==> src/rtl/fpu_share_arbiter.sv <==
// Round-robin arbiter sharing one iterative FPU function unit among four requesters.
// Optional WAIT-state timeout enabled by defining FPU_SHARE_ARBITER_TIMEOUT_EN.
module fpu_share_arbiter #(
    parameter int unsigned TIMEOUT_CYCLES = 255
) (
    input  logic         clock,
    input  logic         reset,
    input  logic [3:0]   req,
    input  logic [127:0] x_in,
    output logic [3:0]   gnt,
    output logic         fu_start,
    output logic [31:0]  fu_x,
    input  logic         fu_done,
    input  logic [31:0]  fu_y,
    output logic [31:0]  y_out,
    output logic [3:0]   y_valid,
    output logic         busy,
    output logic         err
);

    typedef enum logic [1:0] {
        IDLE  = 2'd0,
        START = 2'd1,
        WAIT  = 2'd2,
        RESP  = 2'd3
    } state_t;

    state_t     state;
    logic [1:0] owner;
    logic [1:0] last_winner;
    logic [1:0] winner;
    logic       any_req;

    // Scan farthest-to-nearest so the requester closest after last_winner is assigned last and wins.
    always_comb begin
        winner  = last_winner + 2'd1;
        any_req = |req;
        for (int k = 4; k >= 1; k--) begin
            if (req[last_winner + 2'(k)]) begin
                winner = last_winner + 2'(k);
            end
        end
    end

`ifdef FPU_SHARE_ARBITER_TIMEOUT_EN
    localparam int CNT_W = (TIMEOUT_CYCLES > 1) ? $clog2(TIMEOUT_CYCLES) : 1;
    localparam logic [CNT_W-1:0] CNT_LAST = CNT_W'(TIMEOUT_CYCLES - 1);

    logic [CNT_W-1:0] wait_cnt;
    logic             timed_out;
`else
    assign err = 1'b0;
`endif

    always_ff @(posedge clock or posedge reset) begin
        if (reset) begin
            state       <= IDLE;
            owner       <= 2'd0;
            last_winner <= 2'd3;
            gnt         <= 4'b0000;
            fu_start    <= 1'b0;
            fu_x        <= 32'h0;
            y_out       <= 32'h0;
            y_valid     <= 4'b0000;
            busy        <= 1'b0;
`ifdef FPU_SHARE_ARBITER_TIMEOUT_EN
            err         <= 1'b0;
            wait_cnt    <= '0;
            timed_out   <= 1'b0;
`endif
        end else begin
            gnt      <= 4'b0000;
            fu_start <= 1'b0;
            y_valid  <= 4'b0000;
`ifdef FPU_SHARE_ARBITER_TIMEOUT_EN
            err      <= 1'b0;
`endif
            case (state)
                IDLE: begin
                    if (any_req) begin
                        fu_x     <= x_in[{winner, 5'b00000} +: 32];
                        owner    <= winner;
                        gnt      <= 4'b0001 << winner;
                        fu_start <= 1'b1;
                        busy     <= 1'b1;
                        state    <= START;
`ifdef FPU_SHARE_ARBITER_TIMEOUT_EN
                        wait_cnt <= '0;
`endif
                    end
                end
                START: begin
                    state <= WAIT;
                end
                WAIT: begin
                    if (fu_done) begin
                        y_out <= fu_y;
                        state <= RESP;
`ifdef FPU_SHARE_ARBITER_TIMEOUT_EN
                    end else if (wait_cnt == CNT_LAST) begin
                        // Unit never answered: hand back a quiet NaN and flag it.
                        y_out     <= 32'h7FC00000;
                        timed_out <= 1'b1;
                        state     <= RESP;
                    end else begin
                        wait_cnt <= wait_cnt + 1'b1;
`endif
                    end
                end
                RESP: begin
                    y_valid     <= 4'b0001 << owner;
                    last_winner <= owner;
                    busy        <= 1'b0;
                    state       <= IDLE;
`ifdef FPU_SHARE_ARBITER_TIMEOUT_EN
                    err         <= timed_out;
                    timed_out   <= 1'b0;
`endif
                end
                default: begin
                    state <= IDLE;
                end
            endcase
        end
    end

endmodule

==> config.mk <==
export PLATFORM = sky130hd
export DESIGN_NAME = fpu_share_arbiter
export DESIGN_NICKNAME = d
export VERILOG_FILES = /design/src/rtl/fpu_share_arbiter.sv
export SDC_FILE = /design/constraint.sdc
export NUM_CORES = 1
export LEC_CHECK = 0
export BUFFER_PORTS_ARGS = -buffer_cell sky130_fd_sc_hd__buf_2
export CELL_PAD_IN_SITES_DETAIL_PLACEMENT = 1
export CELL_PAD_IN_SITES_GLOBAL_PLACEMENT = 1
export CORE_ASPECT_RATIO = 0.5
export CORE_MARGIN = 2
export CORE_UTILIZATION = 32
export DETAILED_ROUTE_END_ITERATION = 7
export PLACE_DENSITY_LB_ADDON = 0.25
export SYNTH_ARGS = -nofsm -noshare
export SYNTH_HDL_FRONTEND = slang
export SYNTH_SLANG_ARGS = --single-unit
==> constraint.sdc <==
create_clock -name clock -period 3.7 [get_ports clock]
set_input_delay 0.74 -clock clock [delete_from_list [all_inputs] [get_ports clock]]
set_output_delay 0.74 -clock clock [all_outputs]
set_load 0.05 [all_outputs]
# Yosys cells after proc, flatten, opt, wreduce, memory -nomap -nowiden
# Index checks and enable logic that the tools add are counted.
# Widths: inputs -> output; s select.
[word_totals]
in_bits = 167
ff_bits = 80
[op_classes]
n_lt_le_gt_ge = 4
n_reduce_logical = 7
add_sub_neg = 3
n_mux = 22
eq_ne = 5
shifts = 3
[ops]
columns = ["cell", "count"]
rows = [
  ["$shiftx 128x8->32", 1],
  ["$lt 2x3->1 const B", 4],
  ["$mux 2", 6],
  ["$mux 4", 3],
  ["$bmux 1 s2", 4],
  ["$pmux 2 s4", 1],
  ["$reduce_and 2->1", 4],
  ["$shl 1x2->4 const A", 2],
  ["$mux 1", 7],
  ["$add 2x2->2 const B", 2],
  ["$eq 2x2->1 const B", 2],
  ["$ne 2x2->1 const B", 2],
  ["$reduce_or 4->1", 1],
  ["$add 2x1->2 const B", 1],
  ["$eq 2x1->1 const B", 1],
  ["$logic_not 2->1", 1],
  ["$pmux 1 s2", 1],
  ["$reduce_bool 2->1", 1],
]

# Depth between registers and ports, before layout
# Gate-level depths: netlist of the first run.
[logic_depth]
word_depth = 9
depth_mapped = 7
mapped_depth_nobuf = 6

# Worst setup path after synthesis of the first run
# Ideal clock, no wire load.
[synth_timing]
path_kind = "in2reg"
start = "input req[0]"
end = "register fu_x[0]"
t_arrival_ns = 1.939
setup_slack_ns = 1.674
setup_ns = 0.087
n_path_buf = 2
cell_stages = 6
cell_sequence = "nor4_1 -> nand2b_4 -> buf_2 -> clkbuf_1 -> nand2_1 -> o211ai_1"
[synth_between]
elab_chain_cells = 7
word_cells_on_any_way = 15
classes_between = "shift: 1; mux: 12; reduce/logical: 2"
[synth_rtl]
columns = ["element", "line", "source"]
rows = [
  ["start: declaration", "8", "input logic [3:0] req,"],
  ["$bmux 1 s2", "39", "if (req[last_winner + 2'(k)]) begin"],
  ["$mux 1 (not written as such)", "39", ""],
  ["$mux 2 (4 in series)", "39", ""],
  ["$shiftx 128x8->32", "81", "fu_x <= x_in[{winner, 5'b00000} +: 32];"],
  ["end signal: assignment", "81", ""],
  ["end: declaration", "12", "output logic [31:0] fu_x,"],
]
# Several ways; a longest one is shown, not always the timed one. The select of a mux whose other input is x is not followed.
# A chain may end at the register's enable or synchronous reset.

# Worst setup path after layout of the first run
[layout_timing]
start = "input req[1]"
end = "register fu_x[12]"
# The elaborated chain is that of the path after synthesis.

==> metrics.cfg, run 1 <==
[timing]
min_period_ns = 2.526
worst_pin_slew_ns = 0.7288
drv_slew = 0
hold_viol_final = 0
max_freq_ghz = 0.3958
max-slew-margin-rel = 0.5124
fin_tns_setup_ns = 0
clock_skew_ns = 0.004900
period_share = 0.6828
grt_setup_unrepaired = no
finalSetupViolations = 0

[finish]
nets = 789
diodes = 0
layout-drive-gt1-share = 0.4952
n_fill_cell = 1510
area_growth_pct = 39.86

[pwr]
p_sw_frac = 0.5202
p_per_area_nw_per_um2 = 1013
p_seq_frac = 0.258
p_switching_mw = 3.056
power.total_mw = 5.874
p_comb_frac = 0.597
leakagePower_nw = 3.035
vdd_drop_max_v = 0.0005397
p_int_mw = 2.818
clkPwrFrac = 0.145

[clocking]
cts-root-buf = clkbuf_16
cts_buffers = 9
htreeDepth = 3
cts.sink_count = 80
cts_tree = done
clkLatencyLatePin_ns = 0.33
clkTransAtPathRegs_ns = 0.06
clockBufferDepth = 2
post-cts-setup-buffers = 0
post_cts_resized = 0
cts_hold_buf = 0

[drt]
firstDrtPassIters = 4
avgViaCountPerCell = 4.864
drc_errors = 0
antenna_left = 0
wire_per_inst_um = 16.15
vias = 3862
drt_iter0_drc = 137
wl_mm = 12.83

[worst_setup_path]
end_kind = flop
cp.required_ns = 3.88
critPathMaxFanout = 39
slowest_stage = nor4_1
crit_chain = buf_2 -> nor4_1 -> nand2b_4 -> buf_4 -> nor4_2 -> buf_4 -> o21ai_1 -> o211ai_1
critPathMaxStageDelay_ns = 0.54
crit_arrival_ns = 2.71
crit_path_frequent_cell = buf_4
crit_type = input pin to flop
start_kind = input pin

[synth]
synth-seq-area-share = 0.4834
yosys.cell_types.count = 45
syn_area_um2 = 4146
synthAdderAreaFrac = 0.009053
syn_nets = 560
ys_warn_count = 0
synth_xor_area_frac = 0.002112
synth-compound-area-share = 0.1798
synthSimpleGateAreaFrac = 0.1237
synth_flop_cell = dfrtp_1
synth_top_family_by_area = compound AO/OA/AOI/OAI gates
avgSynthCellArea_um2 = 10.63
async_flop_share = 1.000
yosys_register_bits = 80
synth_mux_area_frac = 0.1645
synth_edf_count = 0
netlist_instances = 390

[floorplan]
start_util = 0.3274
die_y_um = 84.49
dieArea_um2 = 13940
rows = 29
top_level_ports = 242
die_w_um = 165.0
core_area_um2 = 12660

[global_routing]
track_usage = 0.1845
antenna_found_initial = 0
grt_pass1_vias = 4026
grt_pass1_wl_mm = 20.10
grt_overflow = 0
grt_max_degree = 40

[status]
status = complete, no violations

[job]
drv_cap = 0

[placement]
dpl.hpwl_mm = 9.552
place_congestion = 0.7743
io_buffers = 240

[hold_path]
hold_path.class = input pin to async pin

## stage by stage
step	cells	worst slack [ns]	utilization	hold WS, ns	area (um2)
global route	794	0.9338	0.4580	0.4917	5799
global placement	778	0.9155	0.4351	0.4747	5510
finish	794	1.174	0.4580	0.4446	5799
CTS	794	1.138	0.4580	0.4628	5799
floorplan	390	0.9116	-	0.4590	4146
detailed placement	778	0.7951	0.4351	0.4805	5510
## registers in the layout (all words and copies together) (netlist names)
signal       flops
y_out           32
state            2
last_winner      2
owner            2
fu_start         1
busy             1
y_valid          4
fu_x            32
gnt              4
## cell usage after synthesis, types with 2 or more instances
library cell,n,area (um2)
buf_2,9,45.04
clkbuf_1,16,60.06
dfstp_2,2,52.55
dfrtp_1,78,1952
mux2i_1,31,310.3
nor3_1,2,10.01
mux2_2,33,371.6
a21boi_1,2,15.01
nor4_1,2,12.51
o211ai_1,31,232.7
o21ai_1,30,150.1
inv_1,5,18.77
ha_1,3,37.54
a21oi_1,2,10.01
nor2b_1,2,12.51
a21boi_0,30,225.2
o21bai_1,2,15.01
nand2_1,35,131.4
nand2b_1,5,31.28
nor2_1,8,30.03
buf_1,3,11.26
and3_1,32,200.2
o21ai_0,5,25.02
## power by group through the flow
stage	combinational [mW]	sequential [mW]	clock (mW)
after global placement	3.49	1.51	0
final	3.50	1.52	0.854
after CTS	3.55	1.52	0.881
after floorplan	1.32	2.86	0
after detailed placement	3.55	1.53	0
after global routing	3.76	1.57	0.919
## worst paths after layout
kind / startpoint / to / slack (ns) / cells after the start
min: reset / fu_x[30] / 0.44 / 2
max reg2reg: last_winner[1] / fu_x[15] / 1.18 / 5
max in group asynchronous: reset / last_winner[0] / 2.43 / 3
min in group clock: fu_x[26] / fu_x[26] / 0.49 / 2
max: req[1] / fu_x[12] / 1.17 / 8
min reg2reg: fu_x[26] / fu_x[26] / 0.49 / 2
## cell families (layout without fill, tap and decap cells)
group	after synthesis	after routing
and+or+nand+nor	96	96
adders and majority gates	3	3
DFF	80	80
xor gates and xnor gates	1	1
AOI/OAI and AO/OA	109	109
muxes	64	64
buffers and inverters	36	270
other	1	1
## worst max-delay path, delay by kind of cell
family | cells | cell delay (ns)
AND/OR/NAND/NOR | 3 | 0.89
buffers and inverters | 3 | 0.80
AO/OA/AOI/OAI | 2 | 0.24
## layout make-up
type                       count  area [um2]  share of cell area
inverter                       6       23.77            0.004099
sequential                    80        2004              0.3456
clock inverter                 6       50.05            0.008630
multi-input combinational    274        2008              0.3463
timing repair buffer         248        1261              0.2175
clock buffer                  10       239.0             0.04121
tap                          170       212.7             0.03668
## cells in the final DEF (no fill, tap or decap), types with 3 or more instances in the layout
cell type / synthesis / routed
nand2b_1: 5 / 5
buf_4: 1 / 8
o21ai_1: 30 / 30
ha_1: 3 / 3
buf_2: 9 / 240
o211ai_1: 31 / 31
a21boi_0: 30 / 30
clkbuf_16: 0 / 9
o21ai_0: 5 / 5
mux2_2: 33 / 33
nor2_1: 8 / 8
dfrtp_1: 78 / 78
and3_1: 32 / 32
mux2i_1: 31 / 31
nand2_1: 35 / 35
inv_1: 5 / 4
## per-layer routing
metal,global-route usage,vias to the layer above,routed length [um]
li1,-,1864,-
met1,0.2204,1842,5434
met2,0.3288,139,6305
met3,0.04891,17,863
met4,0.05059,0,222
met5,0,-,0
No activity file was read; power rests on OpenSTA's default activity.
==> inputs of run 2 (changes only) <==
ABC_AREA = 1   (was unset)
CORE_UTILIZATION = 31   (was 32)
clock period = 2.5 ns   (was 3.7 ns; I/O delays follow)
==> metrics.cfg, run 2 <==
[clocking]
clockBufferDepth = 2  ; unchanged
cts-root-buf = clkbuf_16
cts.sink_count = 80  ; unchanged
cts_buffers = 9  ; unchanged
post-cts-setup-buffers = 0  ; unchanged
clkTransAtPathRegs_ns = 0.07  ; about the same
post_cts_resized = 0  ; unchanged
cts_hold_buf = 0  ; unchanged
cts_tree = done
htreeDepth = 3  ; unchanged
clkLatencyLatePin_ns = 0.33  ; about the same

[global_routing]
grt_max_degree = 81  ; +100%
grt_pass1_wl_mm = 24.18  ; +20%
grt_pass1_vias = 4982  ; +24%
grt_overflow = 0  ; unchanged
track_usage = 0.1846  ; about the same
antenna_found_initial = 1  ; +1

[drt]
dr.max_layer_used = met4
drc_errors = 0  ; unchanged
drt_iter0_drc = 170  ; +24%
antenna_left = 0  ; unchanged
wl_met3_um = 844  ; -2.2%
firstDrtPassIters = 4  ; unchanged
vias = 4841  ; +25%
avgViaCountPerCell = 4.487  ; -7.8%
drt-met1-wl_mm = 6.819  ; +25%
wl_mm = 14.83  ; +16%
wire_per_inst_um = 13.75  ; -15%
wl_met2_mm = 7.028  ; +11%

[synth]
yosys.area.top_type = dfrtp_1
syn_area_um2 = 4689  ; +13%
avgSynthCellArea_um2 = 7.192  ; -32%
synth_top_area_frac = 0.4162  ; -0.05451
synth_flop_cell = dfrtp_1
yosys.cell_types.count = 25  ; -44%
yosys_register_bits = 80  ; unchanged
synth_area_leaders = dfrtp_1, nand2_1, nand3_1, mux2_2, inv_1
synthTopCellsByCount = nand2_1, nand3_1, inv_1
syn_nets = 822  ; +47%
ys_warn_count = 0  ; unchanged
synth_edf_count = 0  ; unchanged
async_flop_share = 1.000  ; unchanged
synth_most_common_cell = nand2_1
netlist_instances = 652  ; +67%
synth-seq-area-share = 0.4274  ; -0.05598

[worst_setup_path]
regToRegEndpoint = fu_x[6]
crit_type = flop to flop
r2r-start = last_winner[0]
reg2reg_depth = 15  ; +10
critPathCapture = fu_x[6]
end_kind = flop
start_kind = flop
critPathMaxFanout = 67  ; +72%
crit_start = last_winner[0]
cp.required_ns = 2.76  ; -1.12 ns
r2r_slack_ns = 0.27  ; -0.91 ns
crit_arrival_ns = 2.50  ; -0.21 ns

[finish]
final_cell_mix = nand2_1, buf_2, nand3_1
final_common_cell = nand2_1
largest_registers = fu_x: 32 flops, y_out: 32 flops
fin_util = 0.4353  ; -0.02269
design_area_um2 = 6365  ; +9.8%
area_growth_pct = 35.73
layout-drive-gt1-share = 0.3625  ; -0.1327
nets = 1045  ; +32%

[job]
drv_cap = 0  ; unchanged

[floorplan]
top_level_ports = 242  ; unchanged
die_y_um = 90.97  ; +7.7%
start_util = 0.3207  ; -0.006740
dieArea_um2 = 16190  ; +16%
die_w_um = 177.9  ; +7.9%
core_area_um2 = 14620  ; +15%
rows = 31  ; +6.9%

[timing]
drv_slew = 0  ; unchanged
finalSetupViolations = 0  ; unchanged
fin_tns_setup_ns = 0  ; unchanged
grt_setup_unrepaired = no
min_period_ns = 2.234
max_freq_ghz = 0.4476
period_share = 0.8937
worst_pin_slew_ns = 0.8626  ; +0.1338 ns
hold_viol_final = 0  ; unchanged
clock_skew_ns = 0.004071  ; -0.0008293 ns
max-slew-margin-rel = 0.4236  ; -0.08884

[placement]
place_area_um2 = 6048  ; +9.8%
io_buffers = 240  ; unchanged
dpl.hpwl_mm = 11.05  ; +16%
place_congestion = 0.7842  ; +1.3%

[hold_path]
hold_path.class = input pin to async pin

[status]
status = complete, no violations

[run 2: cell types whose count changed after synthesis, moves of 5 or more]
cell,change
o21ai_1,-28
buf_2,+10
inv_1,+74
buf_6,+6
nand3_1,+102
mux2i_1,-31
nand2b_1,-5
o211ai_1,-31
a21boi_0,-30
nand2_1,+243
nand2_2,+6
and3_1,-32
clkbuf_1,-10
[run 2: layout make-up]
cell class / instances / area, um2
clock inverters: 6 / 75.07
inverters: 85 / 325.3
repair buffers: 251 / 1334
well taps: 198 / 247.7
flip-flops and latches: 80 / 2004
diodes: 1 / 2.502
clock buffers: 10 / 239.0
multi-input cells: 448 / 2137
fillers: 1897 / 8258
[run 2: worst max-delay path, cell delays in order, from the launching register on]
cell	delay (ns)
dfstp_2	0.64
nand2_1	0.07
o21ai_1	0.15
nand2_1	0.14
nand3_2	0.10
nand2_2	0.06
nand2_1	0.07
nand2_2	0.08
nand2_2	0.09
buf_12	0.28
nand2_1	0.10
nand2_1	0.09
nand2_1	0.05
nand2_1	0.06
nand2_1	0.05
nand2_1	0.09
[run 2: routing by layer]
metal / up-vias / global-route usage
li1: 2448 / -
met1: 2250 / 0.2346
met2: 135 / 0.3217
met3: 8 / 0.04020
met4: 0 / 0.03893
met5: - / 0
[run 2: worst min-delay path by stage]
stage | from | endpoint | depth (start not counted)
final | reset | y_out[27] | 3
after global routing | reset | y_out[27] | 3
after CTS | reset | y_out[27] | 3
after detailed placement | fu_x[23] | fu_x[23] | 2
after global placement | fu_x[23] | fu_x[23] | 2
after floorplan | owner[1] | y_valid[0] | 1
[run 2: kinds of logic (layout without fill, tap and decap cells)]
group | count (synthesis) | in the layout | share of synthesized area
AO/OA/AOI/OAI | 10 | 10 | 0.01121
adder cells (fa/ha/maj) | 3 | 3 | 0.008005
buffers and inverters | 124 | 352 | 0.1185
flip-flops | 80 | 80 | 0.4274
multiplexers | 32 | 32 | 0.07684
other | 1 | 2 | 0.0007997
AND/OR/NAND/NOR | 402 | 402 | 0.3573
[run 2: through the flow]
step	worst slack [ns]	std cells	hold slack [ns]
5_1_grt	0.03483	1079	0.3213
6_report	0.2658	1079	0.2779
2_1_floorplan	0.6639	652	0.4637
3_3_place_gp	0.3061	1062	0.4589
4_1_cts	0.2581	1078	0.3087
3_5_place_dp	0.2632	1062	0.4608
Power of run 2 is not shown: default switching activity piles up to over one toggle a cycle in this logic, so the estimate is an artifact.
